## config.mk

```make
export PLATFORM = sky130hd
export DESIGN_NAME = alu_div_sequencer
export DESIGN_NICKNAME = d
export VERILOG_FILES = /design/src/rtl/HighLevelControl.sv /design/src/rtl/alu_div_sequencer.sv
export SDC_FILE = /design/constraint.sdc
export NUM_CORES = 1
export LEC_CHECK = 0
export CAP_MARGIN = 15
export CORE_MARGIN = 3
export CORE_UTILIZATION = 49
export CTS_BUF_LIST = sky130_fd_sc_hd__clkbuf_8
export CTS_CLUSTER_SIZE = 28
export DETAILED_ROUTE_END_ITERATION = 12
export PLACE_DENSITY = 0.75
export SYNTH_ARGS = -nofsm -noshare
export SYNTH_HDL_FRONTEND = slang
export SYNTH_SLANG_ARGS = --single-unit
```

## constraint.sdc

```tcl
create_clock -name clk -period 2.07 [get_ports clk]
set_input_delay 0.3105 -clock clk [delete_from_list [all_inputs] [get_ports clk]]
set_output_delay 0.3105 -clock clk [all_outputs]
set_load 0.01 [all_outputs]
```

## src/rtl/HighLevelControl.sv

```systemverilog
// Shared execute-stage control types: the ALU operation encoding used by the
// pipeline and by units that borrow the ALU.
`timescale 1ns/1ps
package HighLevelControl;

   typedef enum logic [3:0] {
      ADD  = 4'd0,
      SUB  = 4'd1,
      AND  = 4'd2,
      OR   = 4'd3,
      XOR  = 4'd4,
      SLL  = 4'd5,
      SRL  = 4'd6,
      SRA  = 4'd7,
      SLT  = 4'd8,
      SLTU = 4'd9
   } aluOperation;

endpackage

```

## src/rtl/alu_div_sequencer.sv

```systemverilog
// Iterative DIV/DIVU/REM/REMU sequencer that borrows the shared ALU subtractor.
// XLEN is 32, or 64 with XLEN_64; DIV_ZERO_FASTPATH_EN short-circuits divide-by-zero.
`timescale 1ns/1ps
`ifndef XLEN
`ifdef XLEN_64
`define XLEN 64
`else
`define XLEN 32
`endif
`endif

module alu_div_sequencer (
   input  logic                           clk,
   input  logic                           reset,
   input  logic                           ReqValid,
   output logic                           ReqReady,
   input  logic                           ReqSigned,
   input  logic [`XLEN-1:0]               Dividend,
   input  logic [`XLEN-1:0]               Divisor,
   output logic                           ResValid,
   input  logic                           ResReady,
   output logic [`XLEN-1:0]               Quotient,
   output logic [`XLEN-1:0]               Remainder,
   output logic                           DivByZero,
   output HighLevelControl::aluOperation  AluOperation,
   output logic [`XLEN-1:0]               AluOperandA,
   output logic [`XLEN-1:0]               AluOperandB,
   input  logic [`XLEN-1:0]               AluResult,
   input  logic                           AluCarry
);

   localparam int XLEN = `XLEN;
   localparam int CW = $clog2(XLEN);
   localparam logic [CW-1:0] LAST = CW'(XLEN - 1);

   typedef enum logic [2:0] {IDLE, NEG_A, NEG_B, DIVIDE, FIX_Q, FIX_R, DONE} state_t;

   state_t          state_reg;
   logic [XLEN-1:0] q_reg;
   logic [XLEN-1:0] r_reg;
   logic [XLEN-1:0] b_reg;
   logic [XLEN-1:0] dividend_reg;
   logic            neg_a_reg;
   logic            neg_b_reg;
   logic            zero_reg;
   logic [CW-1:0]   count_reg;

   // One restoring step: AluOperandA already carries the shifted remainder.
   logic [XLEN-1:0] rsh;
   logic            take;
   logic [XLEN-1:0] r_new;
   logic [XLEN-1:0] q_new;
   logic [XLEN-1:0] b_mag;

   assign rsh   = {r_reg[XLEN-2:0], q_reg[XLEN-1]};
   assign take  = r_reg[XLEN-1] | ~AluCarry;
   assign r_new = take ? AluResult : rsh;
   assign q_new = {q_reg[XLEN-2:0], take};
   assign b_mag = neg_b_reg ? AluResult : b_reg;

   assign AluOperation = HighLevelControl::SUB;

   always_ff @(posedge clk) begin
      if (reset) begin
         state_reg    <= IDLE;
         ReqReady     <= 1'b1;
         ResValid     <= 1'b0;
         Quotient     <= '0;
         Remainder    <= '0;
         DivByZero    <= 1'b0;
         AluOperandA  <= '0;
         AluOperandB  <= '0;
         q_reg        <= '0;
         r_reg        <= '0;
         b_reg        <= '0;
         dividend_reg <= '0;
         neg_a_reg    <= 1'b0;
         neg_b_reg    <= 1'b0;
         zero_reg     <= 1'b0;
         count_reg    <= '0;
      end else begin
         case (state_reg)
            IDLE: begin
               if (ReqValid) begin
                  ReqReady     <= 1'b0;
                  q_reg        <= Dividend;
                  b_reg        <= Divisor;
                  dividend_reg <= Dividend;
                  neg_a_reg    <= ReqSigned & Dividend[XLEN-1];
                  neg_b_reg    <= ReqSigned & Divisor[XLEN-1];
                  zero_reg     <= (Divisor == '0);
`ifdef DIV_ZERO_FASTPATH_EN
                  if (Divisor == '0) begin
                     state_reg <= DONE;
                     Quotient  <= '1;
                     Remainder <= Dividend;
                     DivByZero <= 1'b1;
                     ResValid  <= 1'b1;
                  end else begin
                     state_reg   <= NEG_A;
                     AluOperandA <= '0;
                     AluOperandB <= Dividend;
                  end
`else
                  state_reg   <= NEG_A;
                  AluOperandA <= '0;
                  AluOperandB <= Dividend;
`endif
               end
            end
            NEG_A: begin
               if (neg_a_reg)
                  q_reg <= AluResult;
               r_reg       <= '0;
               AluOperandB <= b_reg;
               state_reg   <= NEG_B;
            end
            NEG_B: begin
               b_reg       <= b_mag;
               AluOperandA <= {{(XLEN-1){1'b0}}, q_reg[XLEN-1]};
               AluOperandB <= b_mag;
               count_reg   <= LAST;
               state_reg   <= DIVIDE;
            end
            DIVIDE: begin
               r_reg <= r_new;
               q_reg <= q_new;
               if (count_reg == '0) begin
                  AluOperandA <= '0;
                  AluOperandB <= q_new;
                  state_reg   <= FIX_Q;
               end else begin
                  AluOperandA <= {r_new[XLEN-2:0], q_new[XLEN-1]};
                  count_reg   <= count_reg - 1'b1;
               end
            end
            FIX_Q: begin
               if (zero_reg)
                  Quotient <= '1;
               else if (neg_a_reg ^ neg_b_reg)
                  Quotient <= AluResult;
               else
                  Quotient <= q_reg;
               AluOperandB <= r_reg;
               state_reg   <= FIX_R;
            end
            FIX_R: begin
               if (zero_reg)
                  Remainder <= dividend_reg;
               else if (neg_a_reg)
                  Remainder <= AluResult;
               else
                  Remainder <= r_reg;
               DivByZero   <= zero_reg;
               ResValid    <= 1'b1;
               AluOperandB <= '0;
               state_reg   <= DONE;
            end
            DONE: begin
               if (ResReady) begin
                  ResValid  <= 1'b0;
                  ReqReady  <= 1'b1;
                  state_reg <= IDLE;
               end
            end
            default: state_reg <= IDLE;
         endcase
      end
   end

endmodule
```

After elaboration in Yosys (flattened, before gate mapping)
Index checks and enable logic that the tools add are counted.
{ "classes": {"mux": 28, "reduce_logical": 20, "n_eq_ne": 11, "addsub": 1, "bitwise_logic": 5} }
{ "op_table": {"columns": ["operator", "n"], "rows": [
  ["$mux 32", 12],
  ["$pmux 32 s3", 2],
  ["$pmux 32 s6", 1],
  ["$pmux 32 s2", 2],
  ["$logic_not 32->1", 1],
  ["$pmux 3 s7", 1],
  ["$reduce_and 3->1", 4],
  ["$ne 2x2->1 const B", 5],
  ["$pmux 5 s2", 1],
  ["$reduce_and 2->1", 5],
  ["$reduce_bool 2->1", 5],
  ["$eq 3x3->1 const B", 3],
  ["$mux 3", 3],
  ["$eq 3x2->1 const B", 2],
  ["$reduce_bool 3->1", 2],
  ["$reduce_bool 6->1", 1],
  ["$logic_not 5->1", 1],
  ["$mux 5", 1],
  ["$sub 5x1->5 const B", 1],
  ["$pmux 1 s2", 2],
  ["$eq 3x1->1 const B", 1],
  ["$logic_not 3->1", 1],
  ["$mux 1", 3],
  ["$and 1x1->1", 2],
  ["3 further kinds", 3]
]} }
{ "word_totals": {"reg_bits": 270, "elab_cells": 81, "out_inout_bits": 135} }

Logic depth before layout (Yosys ltp)
Gate-level depths: netlist of the first run.
{ "depth": {"ltp_word": 5, "ltp_mapped": 9, "depth_no_buf": 7} }

Worst setup path after synthesis of the first run
OpenSTA, ideal clock, no wires.
{ "synth_path": {"path_type": "reg-to-reg", "startpoint": "reg count_reg[0]", "endpoint": "reg AluOperandB[12]", "path_buffers": 2, "period_less_slack_ns": 2.128, "slack_ns": -0.058, "stages_incl_launch_ff": 10, "required_ns": 1.936, "arrival_time_ns": 1.994, "cell_sequence": "dfxtp_1 inv_1 ha_1 or4b_1 buf_2 a221o_1 buf_2 or3_1 o21ai_0 a211oi_1"} }
{ "synth_between": {"elab_chain_cells": 3} }
{ "synth_lines": {"columns": ["item", "line_no", "text"], "rows": [
  ["from (decl)", "alu_div_sequencer.sv:46", "logic [CW-1:0] count_reg;"],
  ["from (signal assigned)", "alu_div_sequencer.sv:134", "count_reg <= count_reg - 1'b1;"],
  ["$logic_not 5->1", "alu_div_sequencer.sv:128", "if (count_reg == '0) begin"],
  ["$ne 2x2->1 (no line)", null, null],
  ["$reduce_and 3->1 (no line)", null, null],
  ["to (signal assigned)", "alu_div_sequencer.sv:121", "AluOperandB <= b_mag;"],
  ["to (signal assigned)", "alu_div_sequencer.sv:130", "AluOperandB <= q_new;"],
  ["to (signal assigned)", "alu_div_sequencer.sv:144", "AluOperandB <= r_reg;"],
  ["to (decl)", "alu_div_sequencer.sv:27", "output logic [`XLEN-1:0] AluOperandB,"]
]} }
Every way passes these cells.
A chain may end at the register's enable or synchronous reset.

Worst setup path in the final report of the first run
{ "layout_path": {"startpoint": "reg count_reg[1]", "endpoint": "reg AluOperandB[28]"} }
Same word-level chain as after synthesis.

==> results.ini, run 1 <==
[synthesis]
synth_cells=1708
synth_seq_area_share=0.414
synth_edf_count=0
synthFlopType=dfxtp_1
ys_seq_elements=270
synth_area_um2=13000
synth_warnings=0
ys_async_sr_fraction=0
avgSynthCellArea_um2=7.64
synth_cell_types=49

[critical_path]
worstSetupPathType=reg -> reg
path_buf_inv=2
arrival_ns=2.57
critPathMaxStageDelay_ns=0.46
cp-end-kind=flop
start_kind=flop
crit_family=simple AND/OR/NAND/NOR gates
worstPathMaxFanout=23
crit_required_ns=2.49
worst_path_max_delay_cell=or4b_4
cp_cell_sequence=inv_2 -> ha_4 -> or4b_4 -> a221o_1 -> buf_12 -> or3_1 -> o21ai_1 -> a211oi_1

[timing]
period_minus_slack_ns=2.16
finalClockSkew_ns=0.0203
setup_viol=11
tightest_slew_ns=0.712
rsz0062_at_grt=true
fmax_mhz=464
finalCritPeriodShare=1.04
timing.slew.headroom=0.526
slew_violations=0
hold_viol=0
setup_ws_ns=-0.0853

[global_route]
grt_pass1_vias=12600
antenna_found_initial=0
grt_first_pass_wirelength_mm=75.5
grt_util_all_layers=0.337
grt_max_degree=94
grt_remaining_overflow=0

[pwr]
p_int_w=0.0119
power_switching_w=0.00685
peakVddDrop_uv=619
power_frac_seq=0.354
finalPower_w=0.0187
switching_share=0.366
p_leak_nw=6.26
p_comb_frac=0.372
power_density_nw_per_um2=1080
clock_power_share=0.274

[route]
wire_per_inst_um=21.6
via_per_inst=6.01
drc=0
wirelength_mm=49.9
vias=13900
ant_nets=0
first_pass_iters=6
drtIter0Drc=1880

[clock_tree]
clkLatencyLatePin_ns=0.56
htree_levels=2
postCtsHoldBufs=0
cts_made_buffers=46
path_clk_slew_ns=0.07
cts_tree=yes
ctsRootBufferMaster=clkbuf_8
clock_sinks=270
clockBufferDepth=3

[floorplan]
ioPinCount=237
row_count=59
initial_core_util=0.499
dieArea_um2=28600
dieWidth_um=169
core_um2=26100
fp.dieH_um=169

[cells_and_area]
syn2layout_area_growth_pct=32.4
layout.nets=2044
n_antenna_cell=0
nFillCells=2292
post_route_cells_drive_above_1_share=0.128
final_cells=2311
final_core_util=0.661

[hold_path]
min_path_type=in -> reg

[placed_design]
dp_hpwl_mm=36.7
placement.io_buffers=232
dp.cells=2228
place_congestion=1.01

[status]
violations=setup timing
status=finished, violations left

[flow_run]
cap_violations=0

routing by layer:
| metal | vias to the layer above | routed length [um] | track usage |
|---|---|---|---|
| met5 | - | 0 | 0 |
| met4 | 0 | 1390 | 0.105 |
| met3 | 102 | 6990 | 0.108 |
| met2 | 869 | 20000 | 0.462 |
| met1 | 6475 | 21500 | 0.502 |
| li1 | 6434 | - | - |
kinds of logic (layout without fill, tap and decap cells):
family | count (synthesis) | count (layout) | share of synthesized area
adders and majority gates | 1 | 1 | 0.000959
DFF | 270 | 270 | 0.414
other | 2 | 4 | 0.000576
xor gates and xnor gates | 3 | 3 | 0.00201
AOI/OAI and AO/OA | 529 | 529 | 0.245
muxes | 114 | 114 | 0.0919
buffers and inverters | 175 | 441 | 0.0538
and+or+nand+nor | 614 | 614 | 0.191
stage by stage:
step / hold WS [ns] / setup TNS, ns / setup slack, ns / area [um^2]
after floorplan: 0.436 / -0.536 / -0.0451 / 13100
after global placement: 0.440 / -0.0268 / -0.0110 / 16300
after detailed placement: 0.446 / -0.348 / -0.0494 / 16300
after CTS: 0.0570 / -0.230 / -0.0456 / 17300
after global routing: 0.0986 / -1.73 / -0.128 / 17300
final: 0.0974 / -0.487 / -0.0853 / 17300
layout make-up:
class,count,area (um^2),area share
repair buffers,341,3360,0.194
clock buffers,62,853,0.0494
flip-flops and latches,270,5420,0.314
well taps,335,419,0.0243
inverters,17,63.8,0.00369
multi-input cells,1265,7020,0.406
clock inverters,21,144,0.00833
worst reg2reg max path, stage by stage, from the launching register on:
cell	delay, ns
dfxtp_2	0.33
inv_2	0.06
ha_4	0.13
or4b_4	0.46
a221o_1	0.35
buf_12	0.17
or3_1	0.37
o21ai_1	0.10
a211oi_1	0.06
cells in the mapped netlist, drive strengths merged, types with 16 or more instances:
| cell type | count | area share |
|---|---|---|
| a211oi | 16 | 0.0092 |
| a21oi | 239 | 0.092 |
| a22oi | 39 | 0.022 |
| buf | 42 | 0.016 |
| clkbuf | 116 | 0.033 |
| dfxtp | 270 | 0.41 |
| inv | 17 | 0.0049 |
| mux2 | 46 | 0.040 |
| mux2i | 68 | 0.052 |
| nand2 | 422 | 0.12 |
| nor2 | 113 | 0.033 |
| o211ai | 54 | 0.031 |
| o21ai | 72 | 0.028 |
| o22ai | 44 | 0.021 |
final timing paths:
kind         depth (start not counted)                             to                           from  slack (ns)
min                                  2         q_reg[11]$_SDFFE_PP0P_                          reset         0.1
max reg2reg                          8   AluOperandB[28]$_SDFFE_PP0P_      count_reg[1]$_SDFFE_PP0P_       -0.09
min reg2reg                          2  dividend_reg[14]$_SDFFE_PP0P_  dividend_reg[14]$_SDFFE_PP0P_        0.45
max                                  8   AluOperandB[28]$_SDFFE_PP0P_      count_reg[1]$_SDFFE_PP0P_       -0.09
power groups by stage:
| stage | Sequential [W] | Combinational [W] | Clock, W |
|---|---|---|---|
| 2_1_floorplan | 0.00652 | 0.00397 | 0 |
| 3_3_place_gp | 0.00667 | 0.00666 | 0 |
| 3_5_place_dp | 0.00669 | 0.00674 | 0 |
| 4_1_cts | 0.00658 | 0.00680 | 0.00517 |
| 5_1_grt | 0.00668 | 0.00745 | 0.00540 |
| 6_report | 0.00662 | 0.00696 | 0.00512 |
cells in the final DEF, fill, tap and decap left out, types with 3 or more instances in the layout:
master,netlist,final
conb_1,2,4
buf_12,0,17
a21o_1,10,10
mux2_2,46,46
mux2i_1,68,68
nor2b_1,12,10
o211ai_1,54,54
o21ai_0,65,60
nand4_1,10,10
dfxtp_1,270,264
o21a_1,3,3
dfxtp_2,0,5
nand3_1,7,7
nand2_1,422,422
o22ai_1,44,44
a21oi_1,239,238
a211oi_1,16,16
inv_1,16,28
nor2_1,113,113
clkbuf_8,0,62
a2bb2oi_1,7,7
nor3_1,14,13
nand2b_1,4,4
o21ai_1,7,10
buf_4,4,91
clkdlybuf4s50_1,0,231
a31oi_1,11,11
inv_2,1,3
a21boi_0,7,7
o211a_1,11,11
clkinv_2,0,3
a311oi_1,5,5
nor4_1,10,10
a22oi_1,39,39
a31o_2,4,4
or3_1,10,10
repair_timing:
action                     in CTS  in global routing
pin swaps                       1                  0
setup buffers                   0                  0
setup endpoints to repair      20                 30
gates resized for setup         1                  3
Note: power is estimated with default switching activity, not from simulation.
==> run 2: changes to the inputs <==
- CORE_UTILIZATION: 49 -> 36
- PLACE_DENSITY: 0.75 -> 0.58
==> run 2 against run 1 <==
  * The flow still finishes with violations (setup timing)
  * Via count shrank 2.7%
  * Routed wire length rose by 6.8%
  * Fmax is 1.4% higher
  * Non-clock buffer count up 6
  * Critical path depth unchanged
  * Utilization fell by 17 points
  * Sequential cell count stayed put
  * Clock-buffer cell count up 1
  * Sequential share of layout area is 0.35 points lower
==> results.ini, run 2 (same netlist as run 1, synthesis figures left out) <==
[status]
status=finished, violations left
violations=setup timing

[floorplan]
initial_core_util=0.366
dieArea_um2=38600
dieWidth_um=196
row_count=69
core_um2=35700
ioPinCount=237
fp.dieH_um=196

[timing]
setup_ws_ns=-0.0565
fmax_mhz=470
whs_ns=0.176
setup_viol=18
tightest_slew_ns=0.532
hold_viol=0
timing.slew.headroom=0.635
fin_setup_tns_ns=-0.506
rsz0062_at_grt=true
slew_violations=0
finalCritPeriodShare=1.03
period_minus_slack_ns=2.13
finalClockSkew_ns=0.0363

[critical_path]
arrival_ns=2.56
path_buf_inv=2
crit_required_ns=2.51
critPathMaxStageDelay_ns=0.46
worstPathMaxFanout=22
worstSetupPathType=reg -> reg
cp-end-kind=flop
worst_path_max_delay_cell=or4b_4
crit_family=simple AND/OR/NAND/NOR gates
cp_cell_sequence=inv_2 -> ha_4 -> or4b_4 -> a221o_1 -> buf_12 -> or3_1 -> o21ai_1 -> a211oi_1
start_kind=flop

[route]
drc=0
via_per_inst=5.53
vias=13500
first_pass_iters=6
wire_per_inst_um=21.8
drtIter0Drc=1385
ant_nets=0
wirelength_mm=53.3

[clock_tree]
clkLatencyLatePin_ns=0.58
cts_made_buffers=47
clockBufferDepth=3
htree_levels=2
clock_sinks=270
path_clk_slew_ns=0.06
ctsRootBufferMaster=clkbuf_8
cts_tree=yes

[cells_and_area]
syn2layout_area_growth_pct=33.9
final_common_cell=nand2_1
post_route_cells_drive_above_1_share=0.134
multi_input_area_um2=7020
nFillCells=3571
final_cells=2443
ff_latch_area_um2=5420
layout.nets=2051
mostFrequentLayoutCells=nand2_1, dfxtp_1, a21oi_1

[global_route]
gr-usage-met2=0.380
grt_util_all_layers=0.264
met1_usage=0.396
grt_busiest_layer=met1
grt_first_pass_wirelength_mm=79.2
grt_remaining_overflow=0
antenna_found_initial=1
grt_max_degree=108
grtUsageMet3=0.0708
grt_pass1_vias=12700

[flow_run]
cap_violations=0

[pwr]
peakVddDrop_uv=552
p_leak_nw=6.29
finalPower_w=0.0187
power_density_nw_per_um2=1070

[placed_design]
placement.io_buffers=232
dp_hpwl_mm=39.7
dp.cells=2357
place_congestion=0.971

[hold_path]
min_path_type=in -> reg

run 2: changes by cell type in the layout (fill, tap and decap cells not counted), sizes merged:
cell    before  now
inv         31   26
bufinv       2    0
clkinv       4    9
buf        110  113
diode        0    1
clkbuf      62   66
run 2: worst paths after layout:
path	cells after the start	slack, ns	start	end
max	8	-0.06	count_reg[1]$_SDFFE_PP0P_	AluOperandB[26]$_SDFFE_PP0P_
min	2	0.18	reset	dividend_reg[17]$_SDFFE_PP0P_
max reg2reg	8	-0.06	count_reg[1]$_SDFFE_PP0P_	AluOperandB[26]$_SDFFE_PP0P_
min reg2reg	2	0.45	dividend_reg[0]$_SDFFE_PP0P_	dividend_reg[0]$_SDFFE_PP0P_
run 2: through the flow:
step	setup slack, ns	instance area (um^2)	util
floorplan	-0.0451	13100	-
global placement	-0.0325	16400	0.461
detailed placement	-0.0539	16400	0.461
CTS	-0.0344	17400	0.488
global route	-0.127	17500	0.490
finish	-0.0565	17500	0.490
run 2: per-layer routing:
layer,wire length (um),share of wire
met1,24900,0.47
met2,21900,0.41
met3,5560,0.10
met4,911,0.017
met5,0,0
run 2: where the power goes:
part	switching (W)	total, W	internal (W)
clock network	0.00227	0.00498	0.00271
registers	0.000734	0.00666	0.00592
logic	0.00398	0.00708	0.00310
total	0.00698	0.0187	0.0117
run 2: repair_timing:
action	4_1_cts	5_1_grt
setup endpoints to repair	10	17
gates cloned	0	2
gates resized for setup	0	2
hold endpoints to repair	0	0
hold buffers	0	0
buffers inserted	0	1
pin swaps	1	9
run 2: cell type report:
cell class | count | area share
tap | 461 | 0.0330
clock inverter | 19 | 0.00523
clock buffer | 63 | 0.0496
sequential | 270 | 0.310
inverter | 17 | 0.00365
antenna | 1 | 0.000143
multi-input combinational | 1265 | 0.402
timing repair buffer | 347 | 0.197
